`src/rtl/psum_add_arbiter.sv`:
```
// rtl/psum_add_arbiter.sv - round-robin arbiter sharing one saturating psum adder
module psum_add_arbiter #(
    parameter int NREQ = 4,
    parameter int PSUM_DATA_SIZE = 12,
    localparam int IDW = (NREQ > 1) ? $clog2(NREQ) : 1
) (
    input  logic                           clock,
    input  logic                           reset,
    input  logic [NREQ-1:0]                req_valid,
    input  logic [NREQ*PSUM_DATA_SIZE-1:0] req_a,
    input  logic [NREQ*PSUM_DATA_SIZE-1:0] req_b,
    output logic [NREQ-1:0]                req_ready,
    output logic                           out_valid,
    input  logic                           out_ready,
    output logic [PSUM_DATA_SIZE-1:0]      out_data,
    output logic [IDW-1:0]                 out_id,
    output logic [7:0]                     sat_cnt,
    input  logic                           sat_cnt_clr
);
    localparam int W = PSUM_DATA_SIZE;

    logic [IDW-1:0] rr_ptr;
    logic [IDW-1:0] grant;
    logic [IDW:0]   idx;
    logic           any_valid;
    logic           can_accept;
    logic           xfer;
    logic [W-1:0]   a_sel;
    logic [W-1:0]   b_sel;
    logic [W:0]     sum;
    logic [W-1:0]   sat_sum;
    logic           sat_hit;

    // Walk offsets from the far end down so the nearest valid requester to rr_ptr wins.
    always_comb begin
        grant     = '0;
        any_valid = 1'b0;
        idx       = '0;
        for (int k = NREQ - 1; k >= 0; k--) begin
            idx = {1'b0, rr_ptr} + (IDW+1)'(k);
            if (idx >= (IDW+1)'(NREQ))
                idx = idx - (IDW+1)'(NREQ);
            if (req_valid[idx[IDW-1:0]]) begin
                grant     = idx[IDW-1:0];
                any_valid = 1'b1;
            end
        end
    end

    assign can_accept = ~out_valid | out_ready;
    assign xfer       = any_valid & can_accept & ~reset;

    always_comb begin
        req_ready = '0;
        a_sel     = '0;
        b_sel     = '0;
        for (int i = 0; i < NREQ; i++) begin
            if (grant == IDW'(i)) begin
                req_ready[i] = xfer;
                a_sel        = req_a[i*W +: W];
                b_sel        = req_b[i*W +: W];
            end
        end
    end

    // Overflow shows up as the extra sign bit disagreeing with the result's MSB.
    always_comb begin
        sum     = {a_sel[W-1], a_sel} + {b_sel[W-1], b_sel};
        sat_hit = sum[W] ^ sum[W-1];
        sat_sum = sum[W-1:0];
        if (sat_hit)
            sat_sum = sum[W] ? {1'b1, {(W-1){1'b0}}} : {1'b0, {(W-1){1'b1}}};
    end

    always_ff @(posedge clock) begin
        if (reset) begin
            out_valid <= 1'b0;
            out_data  <= '0;
            out_id    <= '0;
            rr_ptr    <= '0;
        end else if (xfer) begin
            out_valid <= 1'b1;
            out_data  <= sat_sum;
            out_id    <= grant;
            rr_ptr    <= (grant == IDW'(NREQ - 1)) ? '0 : grant + 1'b1;
        end else if (out_ready) begin
            out_valid <= 1'b0;
        end
    end

    always_ff @(posedge clock) begin
        if (reset || sat_cnt_clr)
            sat_cnt <= '0;
        else if (xfer && sat_hit && sat_cnt != 8'hFF)
            sat_cnt <= sat_cnt + 8'd1;
    end
endmodule
```
`config.mk`:
```
export PLATFORM = sky130hd
export DESIGN_NAME = psum_add_arbiter
export DESIGN_NICKNAME = d
export VERILOG_FILES = /design/src/rtl/psum_add_arbiter.sv
export SDC_FILE = /design/constraint.sdc
export NUM_CORES = 1
export LEC_CHECK = 0
export CORE_MARGIN = 5
export CORE_UTILIZATION = 38
export DETAILED_ROUTE_END_ITERATION = 8
export PLACE_DENSITY_LB_ADDON = 0.1
export SLEW_MARGIN = 0
export SYNTH_ARGS = -nofsm -noshare
export SYNTH_HDL_FRONTEND = slang
export SYNTH_SLANG_ARGS = --single-unit
export TNS_END_PERCENT = 20
```
`constraint.sdc`:
```
create_clock -name clock -period 5.95 [get_ports clock]
set_clock_uncertainty 0.1 [all_clocks]
set_input_delay 1.19 -clock clock [delete_from_list [all_inputs] [get_ports clock]]
set_output_delay 1.19 -clock clock [all_outputs]
set_load 0.01 [all_outputs]
```
==> results of run 1 <==
## metal layers
layer	part of all wire, %	GRT usage, %
met3	4.7	3.17
met5	0	0
met2	53	35.6
met1	40	22.4
met4	1.9	4.96
## final timing paths
check | end | depth (start not counted)
worst max register to register | sat_cnt[4] | 18
worst min register to register | out_id[1] | 2
worst min-delay path | out_id[1] | 2
worst max-delay path | sat_cnt[4] | 20
## repair_timing
item | 4_1_cts | 5_1_grt
setup buffers | 0 | 0
resized for setup | 0 | 1
endpoints found under the setup margin | 0 | 2
## flip-flops by register name (all words and copies together), names as in the netlist
register / cells
out_data: 12
sat_cnt: 8
out_id: 2
rr_ptr: 2
out_valid: 1
## cell type report
cell class / instances / area (um^2)
well taps: 77 / 96.3
flip-flops and latches: 25 / 500
multi-input cells: 312 / 1820
repair buffers: 141 / 1400
fillers: 652 / 2420
clock buffers: 4 / 45.0
inverters: 10 / 37.5
## worst max-delay path, delay by kind of cell
family | cells | cell delay [ns]
AO/OA/AOI/OAI | 9 | 1.91
AND/OR/NAND/NOR | 6 | 1.06
buffers and inverters | 3 | 0.76
adder cells (fa/ha/maj) | 2 | 0.64
## per-stage QoR
stage                     instance area (um^2)  total power [uW]  setup WS, ns
after floorplan                           2450               802         0.944
after global placement                    3850              1090         0.321
after detailed placement                  3850              1100         0.196
after CTS                                 3900              1210         0.486
after global routing                      3900              1320        0.0573
final                                     3900              1200         0.488
## cell families (layout without fill, tap and decap cells)
| kind of cell | count (synthesis) | count (layout) |
|---|---|---|
| AOI/OAI and AO/OA | 151 | 151 |
| DFF | 25 | 25 |
| buffers and inverters | 34 | 155 |
| adders and majority gates | 18 | 18 |
| xor gates and xnor gates | 5 | 5 |
| and+or+nand+nor | 136 | 136 |
| muxes | 2 | 2 |
## report_power, final
group	leakage [uW]	switching, uW	internal, uW
clock	0.0000228	52.3	47.9
sequential	0.000207	26.0	212
combinational	0.00134	449	413
## synthesized netlist by cell type (2+ instances only)
| cell | instances | area [um^2] |
|---|---|---|
| a21oi_1 | 72 | 360 |
| nand2_1 | 49 | 184 |
| nor2_1 | 42 | 158 |
| o21ai_0 | 33 | 165 |
| dfxtp_1 | 25 | 500 |
| a22oi_1 | 20 | 150 |
| clkbuf_1 | 20 | 75.1 |
| ha_1 | 17 | 213 |
| inv_1 | 10 | 37.5 |
| nand3_1 | 8 | 40.0 |
| nor3_1 | 7 | 35.0 |
| nor2b_1 | 5 | 31.3 |
| and2_1 | 4 | 25.0 |
| a21o_1 | 3 | 22.5 |
| buf_2 | 3 | 15.0 |
| nand3b_1 | 3 | 22.5 |
| o31ai_1 | 3 | 22.5 |
| or3_1 | 3 | 18.8 |
| xor2_1 | 3 | 26.3 |
| a31o_2 | 2 | 17.5 |
| mux2i_1 | 2 | 20.0 |
| nand4b_1 | 2 | 17.5 |
| nor4_1 | 2 | 12.5 |
| o211ai_1 | 2 | 15.0 |
| o21a_1 | 2 | 15.0 |
| o22ai_1 | 2 | 12.5 |
| or4_1 | 2 | 15.0 |
| xnor2_1 | 2 | 17.5 |
## layout by cell type (no fill, tap or decap), types with 4 or more instances in the layout
| cell type | instances |
|---|---|
| clkdlybuf4s50_1 | 130 |
| a21oi_1 | 72 |
| nand2_1 | 49 |
| nor2_1 | 42 |
| o21ai_0 | 32 |
| dfxtp_1 | 25 |
| a22oi_1 | 20 |
| ha_1 | 17 |
| inv_1 | 10 |
| buf_4 | 10 |
| nand3_1 | 8 |
| nor3_1 | 6 |
| nor2b_1 | 5 |
| and2_1 | 4 |
==> impl_summary.txt, run 1 <==
----------------------------------------------------
[STA]
  Share of the cycle needed by the critical path after routing ... 91.8%
  Clock period minus final worst setup slack ... 5.46 ns
  Post-route worst hold slack ... 0.380 ns
  Final setup violation count ... 0
  Final sum of negative setup slack ... 0 ns
  Achievable frequency ... 183 MHz
  Remaining max-slew budget at the tightest pin ... 64.1%
  Total count of max-transition violations in the final report ... 0
  Setup repair after global routing missed its margin ... false
  Worst Max-Slew Pin Slew ... 0.533 ns
  Hold violation total from the final report ... 0

[Clocking]
  Bufs on Longest Clock Path ... 2
  Depth of the CTS H-tree ... 1
  Clock Root Buffer ... clkbuf_8
  Clock latency on the worst-skew pair ... 0.27 ns
  Clock tree sinks ... 25
  Hold Buf Count CTS ... 0
  TritonCTS clock tree ... yes
  Clock-pin slew reported for the worst setup and hold paths after clock tree synthesis ... 0.09 ns
  Total clock buffers created by CTS ... 3

[Global routing]
  First-pass GRT wire length ... 13.2 mm
  Grt ovf ... 0
  Pin count of the biggest net entering global routing ... 50
  Number of antenna violations at the first check in global routing ... 0
  Gr usage total ... 19.1%
  Number of global-route vias before repair ... 2,872

[Floorplanning]
  Number of cell rows ... 29
  Area of the core region ... 6310 um^2
  Number of placed I/O pins ... 131
  Vertical extent of the die ... 90.3 um
  Floorplan die area ... 8150 um^2
  Die boundary width ... 90.3 um
  Initial core utilization ... 38.8%

[Outcome]
  Outcome ... complete, no violations

[Critical path]
  Cells traversed along the worst timing path ... clkdlybuf4s50_1 > inv_1 > nor2_1 > a21oi_1 > o221ai_1 > ha_1 > nor2b_1 > buf_4 > a22oi_1 > nor2_1 > a21oi_1 > o21ai_0 > ha_1 > a211oi_1 > nor3_1 > o211ai_1 > o211a_1 > nor2_1 > or4_1 > a21oi_1
  Slowest library cell on the worst path ... clkdlybuf4s50_1
  Arr. time, crit path ... 5.57 ns
  Worst Setup End Kind ... register
  Required arrival time at the worst endpoint ... 6.05 ns
  Startpoint Class ... primary input
  Launch point of the worst path ... req_valid[0]
  R2R Path Start ... rr_ptr[0]
  Register-to-register path setup slack ... 1.61 ns
  Largest stage delay, worst path ... 0.50 ns
  Critical path start-end classification ... in -> reg
  Critical path fanouts, max ... 13

[Logic synthesis]
  Largest family of logic cells by synthesized area ... compound AO/OA/AOI/OAI gates
  Post-Synth Adder-Cell Area ... 9.51%
  Ys flop type ... dfxtp_1
  Post-Syn Area ... 2450 um^2
  Number of standard cells after synthesis ... 371
  Nets in the synthesized netlist ... 493
  Mapped Avg Cell Area ... 6.60 um^2
  Share of flip-flops with an asynchronous set or reset after synthesis ... 0%
  Post-synthesis cell type count ... 51
  Simple-Gate Fraction of Synth Area ... 25.7%
  XOR/XNOR Fraction of Synth Area ... 1.79%
  Number of enable flip-flop cells after synthesis ... 0
  Compound-Gate Fraction of Synth Area ... 36.3%
  Warnings, synthesis ... 0
  Mux cell area share after synthesis ... 0.818%
  Share of synthesized area occupied by flip-flops and latches ... 20.4%
  Synthesis-stage register bit count ... 25

[Place]
  Input/output buffers ... 130
  Placed wire-length estimate ... 6.83 mm
  Number of placed instances with taps included ... 565
  Final weighted congestion in routability-driven placement ... 0.838

[Route]
  Violation count after the first detailed-routing iteration ... 128
  Vias per Instance ... 5.43
  Remaining antenna violation count after routing ... 0
  Average detailed-routed wire length per instance ... 14.7 um
  Drt drc ... 0
  Routed WL ... 8.34 mm
  Detailed-route via count ... 3,091
  Number of detailed-routing iterations run before antenna repair ... 4

[Final layout]
  Finished Layout Cells ... 569
  Synthesis-to-layout area growth ... 59.2%
  Final net count ... 615
  Core utilization of the finished layout ... 61.7%
  Number of diodes added for antenna fixing ... 0
  Share of layout cells above drive strength 1 ... 4.88%

[Power]
  Peak ir drop on the vdd network ... 0.000245 V
  Power Density ... 308 nW/um^2
  Leakage ... 0.00157 uW

[Hold path]
  Worst hold-check path type ... reg -> reg
  Beginning of the worst hold path ... out_id[1]

[Flow run]
  Number of max-capacitance violations reported ... 0

----------------------------------------------------
No activity file was read; power rests on OpenSTA's default activity.
==> run 2, diff against run 1 <==
--- a/config.mk
+++ b/config.mk
@@ -8,7 +8,7 @@
 export CORE_MARGIN = 5
 export CORE_UTILIZATION = 38
 export DETAILED_ROUTE_END_ITERATION = 8
-export PLACE_DENSITY_LB_ADDON = 0.1
+export PLACE_DENSITY = 0.81
 export SLEW_MARGIN = 0
 export SYNTH_ARGS = -nofsm -noshare
 export SYNTH_HDL_FRONTEND = slang
==> impl_summary.txt, run 2 (synthesis results as in run 1) <==
----------------------------------------------------
[Clocking]
  Clock Root Buffer ... clkbuf_8
  Bufs on Longest Clock Path ... 2
  Clock latency on the worst-skew pair ... 0.26 ns
  Depth of the CTS H-tree ... 1
  Clock-pin slew reported for the worst setup and hold paths after clock tree synthesis ... 0.08 ns
  Clock tree sinks ... 25
  TritonCTS clock tree ... yes
  Total clock buffers created by CTS ... 3

[Final layout]
  Registers with the highest flip-flop counts ... out_data: 12 flops, sat_cnt: 8 flops
  Most frequent standard cell in the layout excluding fill and tap cells ... clkdlybuf4s50_1
  Synthesis-to-layout area growth ... 60.5%
  Count of fill cells added during filler insertion ... 577
  Share of layout cells above drive strength 1 ... 5.10%
  Number of diodes added for antenna fixing ... 0
  Core utilization of the finished layout ... 62.2%
  Biggest register ... out_data
  Largest register FFs ... 12
  Final net count ... 613
  Most frequent cells in the layout ... 130 x clkdlybuf4s50_1, 71 x a21oi_1, 49 x nand2_1

[STA]
  Hold violation total from the final report ... 0
  Setup repair after global routing missed its margin ... false
  Remaining max-slew budget at the tightest pin ... 64.7%
  Share of the cycle needed by the critical path after routing ... 92.2%
  Clock period minus final worst setup slack ... 5.49 ns
  Worst-case setup margin in the final layout ... 0.464 ns
  Final sum of negative setup slack ... 0 ns
  Achievable frequency ... 182 MHz
  Worst Max-Slew Pin Slew ... 0.525 ns
  Total count of max-transition violations in the final report ... 0
  Final setup violation count ... 0

[Floorplanning]
  Die boundary width ... 90.3 um
  Vertical extent of the die ... 90.3 um
  Area of the core region ... 6310 um^2
  Number of cell rows ... 29
  Floorplan die area ... 8150 um^2
  Number of placed I/O pins ... 131
  Initial core utilization ... 38.8%

[Global routing]
  Grt ovf ... 0
  Gr usage total ... 19.3%
  First-pass GRT wire length ... 13.6 mm
  Number of antenna violations at the first check in global routing ... 0
  Number of global-route vias before repair ... 3,051
  Pin count of the biggest net entering global routing ... 50

[Place]
  Placed wire-length estimate ... 6.94 mm
  Place WS ... 0.0465 ns
  Final weighted congestion in routability-driven placement ... 0.926
  Input/output buffers ... 130

[Outcome]
  Outcome ... complete, no violations

[Route]
  Remaining antenna violation count after routing ... 0
  Average detailed-routed wire length per instance ... 14.8 um
  Drt drc ... 0
  Number of detailed-routing iterations run before antenna repair ... 4
  Detailed-route via count ... 3,107
  Violation count after the first detailed-routing iteration ... 163
  Routed WL ... 8.37 mm
  Vias per Instance ... 5.48

[Power]
  Switching share of power ... 44.5%
  Power Internal ... 684 uW
  Peak ir drop on the vdd network ... 0.000143 V
  Leakage ... 0.00157 uW
  Total net switching power ... 548 uW
  Clock network fraction of design power ... 8.0%
  Gate power share ... 72.3%
  Portion of total power attributed to sequential cells ... 19.7%
  Power Density ... 313 nW/um^2

[Critical path]
  Reg2Reg Capture Point ... out_data[6]
  Startpoint Class ... primary input
  Critical path destination ... out_data[6]
  Critical path start-end classification ... in -> reg
  Arr. time, crit path ... 5.54 ns
  Register-to-register path setup slack ... 1.61 ns
  R2R Path Start ... rr_ptr[0]
  Launch point of the worst path ... req_valid[0]
  Worst Setup End Kind ... register
  Required arrival time at the worst endpoint ... 6.00 ns
  Register-to-Register Path Depth ... 20
  Critical path fanouts, max ... 29

[Flow run]
  Number of max-capacitance violations reported ... 0

[Hold path]
  Worst hold-check path type ... reg -> reg

----------------------------------------------------
run 2: per-layer routing:
| metal | global-route usage (%) | share of wire [%] |
|---|---|---|
| met1 | 23.6 | 43 |
| met2 | 33.0 | 47 |
| met3 | 5.50 | 8.5 |
| met4 | 4.96 | 1.6 |
| met5 | 0 | 0 |
run 2: power groups by stage:
stage	logic (uW)	clock network, uW	registers, uW
2_1_floorplan	545	0	257
3_3_place_gp	844	0	246
3_5_place_dp	862	0	246
4_1_cts	868	99.3	243
5_1_grt	993	108	246
6_report	890	98.5	243
run 2: worst min-delay path by stage:
| stage | start | cells after the start | end | slack [ns] |
|---|---|---|---|---|
| after floorplan | rr_ptr[1] | 2 | rr_ptr[1] | 0.37 |
| after global placement | out_id[1] | 2 | out_id[1] | 0.39 |
| after detailed placement | out_id[0] | 1 | out_id[0] | 0.39 |
| after CTS | out_id[0] | 1 | out_id[0] | 0.41 |
| after global routing | out_id[0] | 1 | out_id[0] | 0.45 |
| final | out_id[1] | 2 | out_id[1] | 0.41 |
run 2: critical path: stages:
cell             delay, ns
clkdlybuf4s50_1       0.51
inv_1                 0.07
nor2_1                0.12
a21oi_1               0.06
o221ai_1              0.33
inv_1                 0.12
ha_1                  0.24
buf_4                 0.23
a22oi_1               0.20
nor2_1                0.06
a21oi_1               0.13
o21ai_0               0.10
ha_1                  0.26
fa_1                  0.42
nand3_1               0.11
a21oi_1               0.10
or4_1                 0.42
a21oi_2               0.26
nor2_1                0.07
a221oi_1              0.25
buf_4                 0.23
a21oi_1               0.08
run 2: area by class of cell:
type / instances / area (um^2) / share of cell area, %
multi-input cells: 312 / 1840 / 46.9
repair buffers: 139 / 1410 / 35.8
flip-flops and latches: 25 / 500 / 12.7
well taps: 77 / 96.3 / 2.45
inverters: 10 / 37.5 / 0.956
clock buffers: 4 / 45.0 / 1.15
run 2: metrics by stage:
step / power (uW) / hold slack, ns / area [um^2] / cells
4_1_cts: 1210 / 0.411 / 3910 / 567
5_1_grt: 1350 / 0.446 / 3930 / 567
2_1_floorplan: 802 / 0.373 / 2450 / 371
3_5_place_dp: 1110 / 0.391 / 3860 / 563
6_report: 1230 / 0.412 / 3930 / 567
3_3_place_gp: 1090 / 0.389 / 3860 / 563
run 2: what timing repair did:
item	in CTS	in global routing
endpoints found under the setup margin	0	11
hold buffers	0	0
gates resized for setup	0	4
setup buffers	0	0
endpoints found under the hold margin	0	0
